**src/rtl/cpu_pkg.sv**
```systemverilog
// ============================================================================
// Module  : cpu_pkg
// Brief   : Lane/vector geometry and beat helpers shared by execute and
//           writeback stages.
// Revision: 1.0  initial release
// ============================================================================
`default_nettype none

package cpu_pkg;

    localparam int LANES      = 4;
    localparam int ELEM_W     = 16;
    localparam int MAX_ELEMS  = 16;
    localparam int VEC_W      = MAX_ELEMS * ELEM_W;
    localparam int LANE_BUS_W = LANES * ELEM_W;
    localparam int MAX_BEATS  = MAX_ELEMS / LANES;

    typedef logic [1:0] beat_t;
    typedef logic [4:0] len_t;

    // LSB offset of element 4*beat+lane; element 0 occupies the MSBs.
    function automatic logic [7:0] elem_slice(input beat_t beat, input logic [1:0] lane);
        logic [3:0] e;
        e = {beat, lane};
        return 8'd240 - {e, 4'b0000};
    endfunction

endpackage

`default_nettype wire

```
**src/rtl/vec_lane_merge.sv**
```systemverilog
// ============================================================================
// Module  : vec_lane_merge
// Brief   : Combinational merge of one beat of lane results into the vector
//           accumulator, zeroing elements at or beyond the vector length.
// Revision: 1.0  initial release
// ============================================================================
`default_nettype none

module vec_lane_merge
    import cpu_pkg::*;
(
    input  logic [VEC_W-1:0]      acc_in,
    input  beat_t                 beat,
    input  len_t                  len,
    input  logic [LANE_BUS_W-1:0] lanes,
    output logic [VEC_W-1:0]      acc_out
);

    for (genvar b = 0; b < MAX_BEATS; b++) begin : g_beat
        for (genvar k = 0; k < LANES; k++) begin : g_lane
            localparam int         c_elem = b * LANES + k;
            localparam logic [7:0] c_off  = elem_slice(beat_t'(b), 2'(k));

            logic w_keep;
            assign w_keep = (len > len_t'(c_elem));

            assign acc_out[c_off +: ELEM_W] = (beat == beat_t'(b))
                ? (w_keep ? lanes[k*ELEM_W +: ELEM_W] : '0)
                : acc_in[c_off +: ELEM_W];
        end
    end

endmodule

`default_nettype wire

```
**src/rtl/vec_wb_collect.sv**
```systemverilog
// ============================================================================
// Module  : vec_wb_collect
// Brief   : Writeback collector; reassembles 1-4 lane beats into a 256-bit
//           vector register write and passes scalar results through.
// Revision: 1.0  initial release
// ============================================================================
`default_nettype none

module vec_wb_collect
    import cpu_pkg::*;
(
    input  logic                  clk,
    input  logic                  rst,
    input  logic                  flush,
    input  logic                  in_valid,
    input  logic                  in_vector,
    input  logic                  in_wen,
    input  logic [1:0]            in_beat,
    input  logic [4:0]            in_len,
    input  logic [3:0]            in_rt,
    input  logic [LANE_BUS_W-1:0] in_lanes,
    output logic                  reg_wen,
    output logic [3:0]            reg_waddr,
    output logic [ELEM_W-1:0]     reg_wdata,
    output logic                  vreg_wen,
    output logic [3:0]            vreg_waddr,
    output logic [VEC_W-1:0]      vreg_wdata,
    output logic [4:0]            vreg_wlen,
    output logic                  busy,
    output logic                  err
);

    typedef enum logic [0:0] {
        IDLE    = 1'b0,
        COLLECT = 1'b1
    } state_t;

    state_t            state_q, state_d;
    beat_t             exp_q, exp_d;
    logic [VEC_W-1:0]  acc_q, acc_d;
    logic [3:0]        rt_q, rt_d;
    len_t              len_q, len_d;

    logic              reg_wen_q, reg_wen_d;
    logic [3:0]        reg_waddr_q, reg_waddr_d;
    logic [ELEM_W-1:0] reg_wdata_q, reg_wdata_d;
    logic              vreg_wen_q, vreg_wen_d;
    logic [3:0]        vreg_waddr_q, vreg_waddr_d;
    logic [VEC_W-1:0]  vreg_wdata_q, vreg_wdata_d;
    len_t              vreg_wlen_q, vreg_wlen_d;
    logic              err_q, err_d;

    logic              w_start;
    logic [2:0]        w_nb_in;
    logic [2:0]        w_nb_q;
    logic [VEC_W-1:0]  w_merge_base;
    len_t              w_merge_len;
    logic [VEC_W-1:0]  w_merged;

    // Any beat 0 starts a new vector; in COLLECT the expected beat is never 0,
    // so this also covers the restart-after-violation case.
    assign w_start = in_valid && in_vector && in_wen && (in_beat == 2'd0) && (in_len != 5'd0);

    assign w_nb_in      = 3'((in_len + 5'd3) >> 2);
    assign w_nb_q       = 3'((len_q + 5'd3) >> 2);
    assign w_merge_base = w_start ? '0 : acc_q;
    assign w_merge_len  = w_start ? in_len : len_q;

    vec_lane_merge u_merge (
        .acc_in  (w_merge_base),
        .beat    (in_beat),
        .len     (w_merge_len),
        .lanes   (in_lanes),
        .acc_out (w_merged)
    );

    always_comb begin
        state_d      = state_q;
        exp_d        = exp_q;
        acc_d        = acc_q;
        rt_d         = rt_q;
        len_d        = len_q;
        reg_wen_d    = 1'b0;
        reg_waddr_d  = '0;
        reg_wdata_d  = '0;
        vreg_wen_d   = 1'b0;
        vreg_waddr_d = '0;
        vreg_wdata_d = '0;
        vreg_wlen_d  = '0;
        err_d        = 1'b0;

        if (flush) begin
            state_d = IDLE;
            exp_d   = '0;
            acc_d   = '0;
        end else if (in_valid) begin
            if (state_q == COLLECT) begin
                if (in_vector && (in_beat == exp_q)) begin
                    acc_d = w_merged;
                    if ({1'b0, in_beat} == (w_nb_q - 3'd1)) begin
                        vreg_wen_d   = 1'b1;
                        vreg_waddr_d = rt_q;
                        vreg_wdata_d = w_merged;
                        vreg_wlen_d  = len_q;
                        state_d      = IDLE;
                        exp_d        = '0;
                    end else begin
                        exp_d = exp_q + 2'd1;
                    end
                end else begin
                    err_d   = 1'b1;
                    acc_d   = '0;
                    state_d = IDLE;
                    exp_d   = '0;
                end
            end else if (!in_vector && in_wen) begin
                reg_wen_d   = 1'b1;
                reg_waddr_d = in_rt;
                reg_wdata_d = in_lanes[ELEM_W-1:0];
            end

            if (w_start) begin
                acc_d = w_merged;
                rt_d  = in_rt;
                len_d = in_len;
                if (w_nb_in == 3'd1) begin
                    vreg_wen_d   = 1'b1;
                    vreg_waddr_d = in_rt;
                    vreg_wdata_d = w_merged;
                    vreg_wlen_d  = in_len;
                    state_d      = IDLE;
                    exp_d        = '0;
                end else begin
                    state_d = COLLECT;
                    exp_d   = 2'd1;
                end
            end
        end
    end

    always_ff @(posedge clk or posedge rst) begin
        if (rst) begin
            state_q      <= IDLE;
            exp_q        <= '0;
            acc_q        <= '0;
            rt_q         <= '0;
            len_q        <= '0;
            reg_wen_q    <= 1'b0;
            reg_waddr_q  <= '0;
            reg_wdata_q  <= '0;
            vreg_wen_q   <= 1'b0;
            vreg_waddr_q <= '0;
            vreg_wdata_q <= '0;
            vreg_wlen_q  <= '0;
            err_q        <= 1'b0;
        end else begin
            state_q      <= state_d;
            exp_q        <= exp_d;
            acc_q        <= acc_d;
            rt_q         <= rt_d;
            len_q        <= len_d;
            reg_wen_q    <= reg_wen_d;
            reg_waddr_q  <= reg_waddr_d;
            reg_wdata_q  <= reg_wdata_d;
            vreg_wen_q   <= vreg_wen_d;
            vreg_waddr_q <= vreg_waddr_d;
            vreg_wdata_q <= vreg_wdata_d;
            vreg_wlen_q  <= vreg_wlen_d;
            err_q        <= err_d;
        end
    end

    assign reg_wen    = reg_wen_q;
    assign reg_waddr  = reg_waddr_q;
    assign reg_wdata  = reg_wdata_q;
    assign vreg_wen   = vreg_wen_q;
    assign vreg_waddr = vreg_waddr_q;
    assign vreg_wdata = vreg_wdata_q;
    assign vreg_wlen  = vreg_wlen_q;
    assign err        = err_q;
    assign busy       = (state_q == COLLECT);

endmodule

`default_nettype wire
```
**config.mk**
```make
export PLATFORM = sky130hd
export DESIGN_NAME = vec_wb_collect
export DESIGN_NICKNAME = d
export VERILOG_FILES = /design/src/rtl/cpu_pkg.sv /design/src/rtl/vec_lane_merge.sv /design/src/rtl/vec_wb_collect.sv
export SDC_FILE = /design/constraint.sdc
export NUM_CORES = 1
export LEC_CHECK = 0
export BUFFER_PORTS_ARGS = -buffer_cell sky130_fd_sc_hd__clkbuf_2
export CELL_PAD_IN_SITES_DETAIL_PLACEMENT = 1
export CELL_PAD_IN_SITES_GLOBAL_PLACEMENT = 2
export CORE_UTILIZATION = 37
export DETAILED_ROUTE_END_ITERATION = 10
export HOLD_SLACK_MARGIN = 0.08
export PLACE_DENSITY_LB_ADDON = 0.1
export RECOVER_POWER = 25
export SLEW_MARGIN = 40
export SYNTH_ARGS = -nofsm -noshare
export SYNTH_HDL_FRONTEND = slang
export SYNTH_SLANG_ARGS = --single-unit
```
**constraint.sdc**
```tcl
create_clock -name clk -period 28 [get_ports clk]
set_clock_uncertainty 0.2 [all_clocks]
set_input_delay 5.6 -clock clk [delete_from_list [all_inputs] [get_ports clk]]
set_output_delay 5.6 -clock clk [all_outputs]
set_load 0.02 [all_outputs]
```
# After elaboration in Yosys (flattened, before gate mapping)
# Index checks and enable logic that the tools add are counted.
[classes]
add_sub_neg = 4
multipliers = 0
n_div = 0
n_lt_le_gt_ge = 16
n_eq_ne = 6
shifts = 0
muxes = 97
bitwise = 1
reduce_logical = 14
[op_table]
columns = ["op", "count"]
rows = [
  ["256-bit two-way mux", 13],
  ["16-bit two-way mux", 36],
  ["4-bit two-way mux", 11],
  ["5-bit by 4-bit greater-than comparator with 1-bit output (second input constant)", 8],
  ["5-bit two-way mux", 8],
  ["1-bit two-way mux", 23],
  ["5-bit by 3-bit greater-than comparator with 1-bit output (second input constant)", 4],
  ["2-bit two-way mux", 6],
  ["5-bit by 2-bit adder with 5-bit output (second input constant)", 2],
  ["5-bit by 1-bit greater-than comparator with 1-bit output (second input constant)", 2],
  ["5-bit by 2-bit greater-than comparator with 1-bit output (second input constant)", 2],
  ["1-bit logical AND", 6],
  ["5-bit nonzero test", 1],
  ["2-bit equality test (second input constant)", 2],
  ["2-bit AND reduction", 2],
  ["2-bit by 3-bit equality test with 1-bit output", 1],
  ["3-bit by 1-bit equality test with 1-bit output (second input constant)", 1],
  ["3-bit AND reduction", 1],
  ["3-bit nonzero test", 1],
  ["3-bit by 1-bit subtractor with 3-bit output (second input constant)", 1],
  ["2-bit by 1-bit adder with 2-bit output (second input constant)", 1],
  ["2-bit by 1-bit equality test with 1-bit output (second input constant)", 1],
  ["2-bit equality test", 1],
  ["2-bit logical NOT", 1],
  ["other kinds (3)", 3],
]
[word_totals]
ff_bits = 556
latch_bits = 0
mem_bits_rw = 0
romBits = 0
inputBits = 81
output_inout_bits = 289
elab_cells = 151
memories = 0

# Depth between registers and ports, before layout
# Gate-level depths: netlist of run 1.
[depth]
ltp_word = 15
ltp_mapped = 12
ltp_nobuf = 8

# By module
# A second synthesis of run 1 with hierarchy kept.
[hier_totals]
cells_unflattened = 2213
hier_area_um2 = 24111.9
[by_module_without_submodules]
columns = ["module", "instances", "cells_each", "area_each_um2", "seq_area_each_um2"]
rows = [
  ["vec_wb_collect", 1, 1568, 20683.6, 13913.3],
  ["vec_lane_merge", 1, 645, 3428.3, 0.0],
]

# Worst setup path after synthesis of run 1
# Ideal clock, no wire load.
[synth_path]
path_type = "input port to flip-flop"
start = "input port in_len[0]"
end = "register acc_q[144]"
setup_time_ns = 0.066
t_arrival_ns = 7.516
slack_ns = 20.219
stages = 8
path_cell_list = "buf_2 or3_4 o211ai_2 buf_6 mux2_2 nor4_4 buf_2 a22o_1"
[synth_between]
elab_chain_len = 11
elab_cells_between_ends = 14
cone_classes = "order compare (1); mux (9); reduce/logical (4)"
[synth_rtl]
columns = ["element", "line", "source"]
rows = [
  ["from (decl)", "vec_wb_collect.sv:19", "input logic [4:0] in_len,"],
  ["5-bit nonzero test", "vec_wb_collect.sv:62", "assign w_start = in_valid && in_vector && in_wen && (in_beat == 2'd0) && (in_len != 5'd0);"],
  ["1-bit logical AND", "vec_wb_collect.sv:62", ""],
  ["5-bit two-way mux", "-", ""],
  ["5-bit by 3-bit greater-than comparator with 1-bit output", "vec_lane_merge.sv:25", "assign w_keep = (len > len_t'(c_elem));"],
  ["16-bit two-way mux (2 in a row)", "vec_lane_merge.sv:28", "? (w_keep ? lanes[k*ELEM_W +: ELEM_W] : '0)"],
  ["256-bit two-way mux", "vec_wb_collect.sv:98", "if (in_vector && (in_beat == exp_q)) begin"],
  ["256-bit two-way mux", "vec_wb_collect.sv:97", "if (state_q == COLLECT) begin"],
  ["256-bit two-way mux", "vec_wb_collect.sv:122", "if (w_start) begin"],
  ["256-bit two-way mux", "vec_wb_collect.sv:96", "end else if (in_valid) begin"],
  ["256-bit two-way mux", "vec_wb_collect.sv:92", "if (flush) begin"],
  ["to (signal assigned)", "vec_wb_collect.sv:145", "acc_q <= '0;"],
  ["to (signal assigned)", "vec_wb_collect.sv:159", "acc_q <= acc_d;"],
  ["to (decl)", "vec_wb_collect.sv:40", "logic [VEC_W-1:0] acc_q, acc_d;"],
]
# Several ways; a longest one is shown, not always the timed one. The select of a mux whose other input is x is not followed.
# A chain may end at the register's enable or synchronous reset.

==> impl_metrics.tcl, run 1 <==
set metrics [dict create \
    status "finished, violations left" \
    violations "capacitance limit, slew limit" \
    clock_sinks 556 \
    antenna_found_initial 5 \
    synth_common_cells "556 x dfrtp_1, 261 x a22o_1, 217 x nor2_1" \
    post-dp-hpwl_um 44300 \
    synth_area_um2 21500 \
    synth-main-ff-cell "dfrtp_1" \
    drv_slew 344 \
    synth_edf_count 0 \
    ys_ff_latch 556 \
    async_flop_share_pct 100 \
    setup_viol 0 \
    cts_root_buf "clkbuf_16" \
    r2r-end "vreg_wdata[174]$_DFF_PP0_" \
    reg2reg_from "len_q[1]$_DFFE_PP0P_" \
    cts_buffers 60 \
    grt-ovfl-total 0 \
    start_util_pct 37.8 \
    yosysMostFrequentCell "dfrtp_1" \
    yosysSeqAreaShare_pct 64.7 \
    core-area_um2 56900 \
    power.density_nw_per_um2 66.6 \
    critPathKind "primary input to async pin" \
    grt_max_degree 161 \
    fmax_mhz 78.2 \
    num_rows 87 \
    ios 370 \
    crit_arrival_ps 13300 \
    path_clk_slew_ps 60 \
    yosysWarnings 0 \
    worstPathMaxFanout 115 \
    grtUsageTotal_pct 24.0 \
    drt_wl_total_um 70100 \
    maxCapViolations 5 \
    nNetsFinal 2131 \
    reg2reg_slack_ps 23410 \
    drive_above_1_share_pct 26.6 \
    grt_pass1_vias 16900 \
    slew-limit-headroom_pct -237 \
    p_leak_nw 12.2 \
    hold_slack_ps 299 \
    syn_to_final_growth_pct 21.3 \
    vias 15900 \
    synth_top_area_share_pct 64.7 \
    dr.pass1.iters 5 \
    die_x_um 243 \
    crit_required_ps 28510 \
    cts_tree "done" \
    grt_pass1_wl_um 109000 \
    worstSetupStartpoint "rst" \
    die_y_um 243 \
    syn_nets 1871 \
    yosys.area.top_type "dfrtp_1" \
    drt_drc_violations_left 0 \
    ir_worst_vdd_mv 0.0439 \
    rsz0062_at_grt "false" \
    synth_area_per_cell_um2 12.0 \
    min_from "acc_q[205]$_DFFE_PP0P_" \
    cts_resized 0 \
    endpoint "acc_q[167]$_DFFE_PP0P_" \
    synth_cell_type_count 61 \
    port_buffers 369 \
    synth_area_leaders "dfrtp_1 65%, a22o_1 11%, a22oi_1 6.1%" \
    avgViaCountPerCell 5.58 \
    total_power_mw 1.74 \
    hold_path.class "flip-flop to flip-flop" \
    final.min_clock_period_ps 12780 \
    hold_buffers 0 \
    cts_buffer_depth 3 \
    reg2regPathDepth 10 \
    worst_pin_slew_ps 5020 \
    die_area_um2 59100 \
    dp_cells 2742 \
    post-route-util_pct 45.8 \
    fin_cells 2854 \
    finalCritPeriodShare_pct 45.7 \
    cp-start-kind "primary input" \
    hold_viol_final 0 \
    clk_latency_ps 610 \
    place.gp.congestion 0.847 \
    wire_per_inst_um 24.6 \
    drtIter0Drc 1169 \
    h-tree-depth 2 \
    ant_nets 0 \
    tns_ps 0 \
    critPathCaptureType "async pin" \
    post-cts-setup-buffer-count 0 \
    syn_inst 1789 \
]
==> flip-flops by register name, indices dropped and copies added (netlist names), 2 cells and up <==
| register | flops |
|---|---|
| vreg_wlen | 5 |
| len_q | 5 |
| acc_q | 256 |
| reg_waddr | 4 |
| reg_wdata | 16 |
| vreg_waddr | 4 |
| vreg_wdata | 256 |
| rt_q | 4 |
| exp_q | 2 |
==> metrics by stage <==
stage	worst slack [ps]	area [µm²]
6_report	15220	26100
5_1_grt	13630	26100
4_1_cts	19180	26100
3_5_place_dp	18530	24100
3_3_place_gp	18410	23700
2_1_floorplan	6650	21500
==> cells by family after synthesis <==
logic type	after synthesis	share of synthesized area, %
AOI/OAI and AO/OA	582	21.4
DFF	556	64.7
and+or+nand+nor	412	8.38
buffers and inverters	217	4.41
muxes	13	0.675
xor gates and xnor gates	8	0.326
adders and majority gates	1	0.0582
==> cell usage in the layout, fill, tap and decap left out, types with 5 or more instances in the layout <==
master     Yosys  final
nand3_1       39     39
buf_6          5      6
a21oi_1       72     67
dfrtp_1      556    556
nand2_1       93     93
nor2b_4        0      8
nor2_1       217    212
mux2_2         9      9
clkbuf_8       0     18
clkbuf_16      0     61
a32oi_1       17     17
and2_1        22      5
a22o_1       261    261
buf_4          4     23
a22oi_1      176    176
o21ai_0        8      8
clkbuf_2       1    362
o211ai_1      18     18
clkinv_2       0     15
and2_0         0     16
clkbuf_1      69     20
xnor2_1        5      5
==> area by class of cell <==
class	count	area, µm²
Timing Repair Buffer	410	2270
Clock inverter	21	189
Inverter	5	20.0
Clock buffer	88	1810
Tap cell	756	946
Antenna cell	2	5.00
Multi-Input combinational cell	1016	6920
Fill cell	5991	30900
Sequential cell	556	13900
==> critical path, stage by stage <==
cell,delay [ps]
clkbuf_2,90
clkinvlp_2,2730
clkbuf_1,2990
buf_6,720
buf_12,390
buf_16,430
==> worst min-delay path by stage <==
stage,endpoint,slack [ps],depth (start not counted)
floorplan,vreg_waddr[3]$_DFF_PP0_,260,1
global placement,acc_q[205]$_DFFE_PP0P_,280,1
detailed placement,acc_q[203]$_DFFE_PP0P_,280,1
CTS,acc_q[195]$_DFFE_PP0P_,300,1
global route,acc_q[196]$_DFFE_PP0P_,310,1
finish,acc_q[205]$_DFFE_PP0P_,300,1
==> metal layers <==
metal | vias to the layer above | track usage [%] | share of wire [%]
met3 | 98 | 5.34 | 5.6
met4 | 8 | 5.38 | 1.9
met1 | 8444 | 33.1 | 44
met5 | - | 0 | 0.070
met2 | 421 | 38.5 | 49
li1 | 6947 | - | -
==> report_power, final <==
group	switching, mW	total [mW]	internal, mW
sequential	0.00526	0.812	0.807
clock	0.323	0.795	0.471
combinational	0.0999	0.130	0.0302
total	0.428	1.74	1.31
No activity file was read; power rests on OpenSTA's default activity.
==> inputs of run 2 (changes only) <==
- CORE_UTILIZATION: 37 -> 33
- clock period: 28 -> 10.2 ns (I/O delays scaled with it)
==> run 2 against run 1 <==
First-iteration DRC count shrank 9.1%. Hold slack gained 2.8 ps. Final cell count grew 3.5%. Via count shrank 0.55%. Setup slack lost 11000 ps. The flow still finishes with violations (capacitance limit, slew limit).
==> impl_metrics.tcl, run 2 (synthesis gave the netlist of run 1 again) <==
set metrics [dict create \
    worstPathMaxFanout 101 \
    avgViaCountPerCell 5.36 \
    crit_required_ps 10710 \
    wire_per_inst_um 24.3 \
    post-dp-hpwl_um 44900 \
    antenna_found_initial 8 \
    grt_pass1_vias 16700 \
    core-area_um2 64500 \
    setup_viol 0 \
    final.min_clock_period_ps 6320 \
    crit_family "buffers and inverters" \
    status "finished, violations left" \
    clk_latency_ps 630 \
    seq_area_um2 13900 \
    multiInputGateArea_um2 6940 \
    critPathKind "primary input to async pin" \
    path_cells "clkbuf_2 > clkinvlp_2 > clkbuf_1 > clkbuf_1 > buf_16 > buf_6" \
    hold_path.class "flip-flop to flip-flop" \
    fmax_mhz 158 \
    worst_pin_slew_ps 4460 \
    cts_root_buf "clkbuf_16" \
    drive_above_1_share_pct 26.2 \
    grt_pass1_wl_um 111000 \
    die_y_um 257 \
    p_leak_nw 12.2 \
    reg2reg_from "len_q[1]$_DFFE_PP0P_" \
    drt_drc_violations_left 0 \
    cp-start-kind "primary input" \
    slew-limit-headroom_pct -197 \
    die_area_um2 66200 \
    dr.pass1.iters 5 \
    drv_slew 168 \
    power.density_nw_per_um2 184 \
    grt_max_degree 156 \
    h-tree-depth 2 \
    drtIter0Drc 1063 \
    grtUsageTotal_pct 21.9 \
    cp_num_buf_inv 6 \
    syn_to_final_growth_pct 22.4 \
    min_from "acc_q[195]$_DFFE_PP0P_" \
    num_rows 93 \
    cts_buffers 61 \
    max_stage_delay_ps 1650 \
    hold_viol_final 0 \
    cpMostUsedCell "clkbuf_1" \
    start_util_pct 33.3 \
    final_cell_mix "556 x dfrtp_1, 354 x clkbuf_2, 261 x a22o_1" \
    clock_sinks 556 \
    hold_buffers 0 \
    finalCritPeriodShare_pct 62.0 \
    die_x_um 257 \
    ir_worst_vdd_mv 0.142 \
    final_common_cell "dfrtp_1" \
    post-cts-setup-buffer-count 0 \
    crit_arrival_ps 6830 \
    path_clk_slew_ps 60 \
    grt-ovfl-total 0 \
    cts_tree "done" \
    crit_slowest_cell "clkbuf_1" \
    total_power_mw 4.84 \
    critPathCaptureType "async pin" \
    rsz0062_at_grt "false" \
    ant_nets 0 \
    nFillCells 6943 \
    cts_resized 0 \
    tns_ps 0 \
    ios 370 \
    worstSetupStartpoint "rst" \
    place.gp.congestion 0.828 \
    drt_wl_total_um 71800 \
    port_buffers 369 \
    vias 15800 \
    nNetsFinal 2132 \
    violations "capacitance limit, slew limit" \
    maxCapViolations 4 \
    cts_buffer_depth 3 \
]
[run 2: stage by stage]
stage          cells  instance area (µm²)  hold WS (ps)  util [%]  worst slack (ps)
6_report        2954                26300           302      40.8              3880
5_1_grt         2954                26300           310      40.8              2950
4_1_cts         2947                26200           304      40.7              5020
3_5_place_dp    2837                24200           282      37.5              4340
3_3_place_gp    2825                23900           278      37.0              4200
2_1_floorplan   1789                21500           261         -               392
[run 2: area by class of cell]
type	count	share of cell area, %
clock inverters	17	0.633
multi-input cells	1016	26.4
clock buffers	93	7.15
diodes	2	0.0190
flip-flops and latches	556	52.9
well taps	855	4.07
inverters	5	0.0761
repair buffers	410	8.76
[run 2: path summary, 6_finish.rpt]
check | end | slack, ps | cells after the start
max | acc_q[170]$_DFFE_PP0P_ | 3880 | 6
min | acc_q[195]$_DFFE_PP0P_ | 300 | 1
max reg2reg | vreg_wdata[250]$_DFF_PP0_ | 6390 | 9
min reg2reg | acc_q[195]$_DFFE_PP0P_ | 300 | 1
max in group clk | acc_q[162]$_DFFE_PP0P_ | 5160 | 8
min in group asynchronous | vreg_wdata[132]$_DFF_PP0_ | 1180 | 2
[run 2: routing by layer]
metal / up-vias / GRT usage, % / part of all wire, % / wire [µm]
met5: - / 0 / 0.11 / 80
met4: 12 / 5.31 / 1.7 / 1190
met3: 85 / 4.18 / 5.1 / 3640
met2: 378 / 34.9 / 48 / 34300
met1: 8415 / 30.6 / 45 / 32600
li1: 6940 / - / - / -
[run 2: power breakdown]
group	total (mW)	internal, mW	leakage (nW)	switching, mW
registers	2.23	2.21	7.76	0.0134
clock network	2.25	1.33	1.02	0.913
logic	0.364	0.0864	3.44	0.278
total	4.84	3.63	12.2	1.20
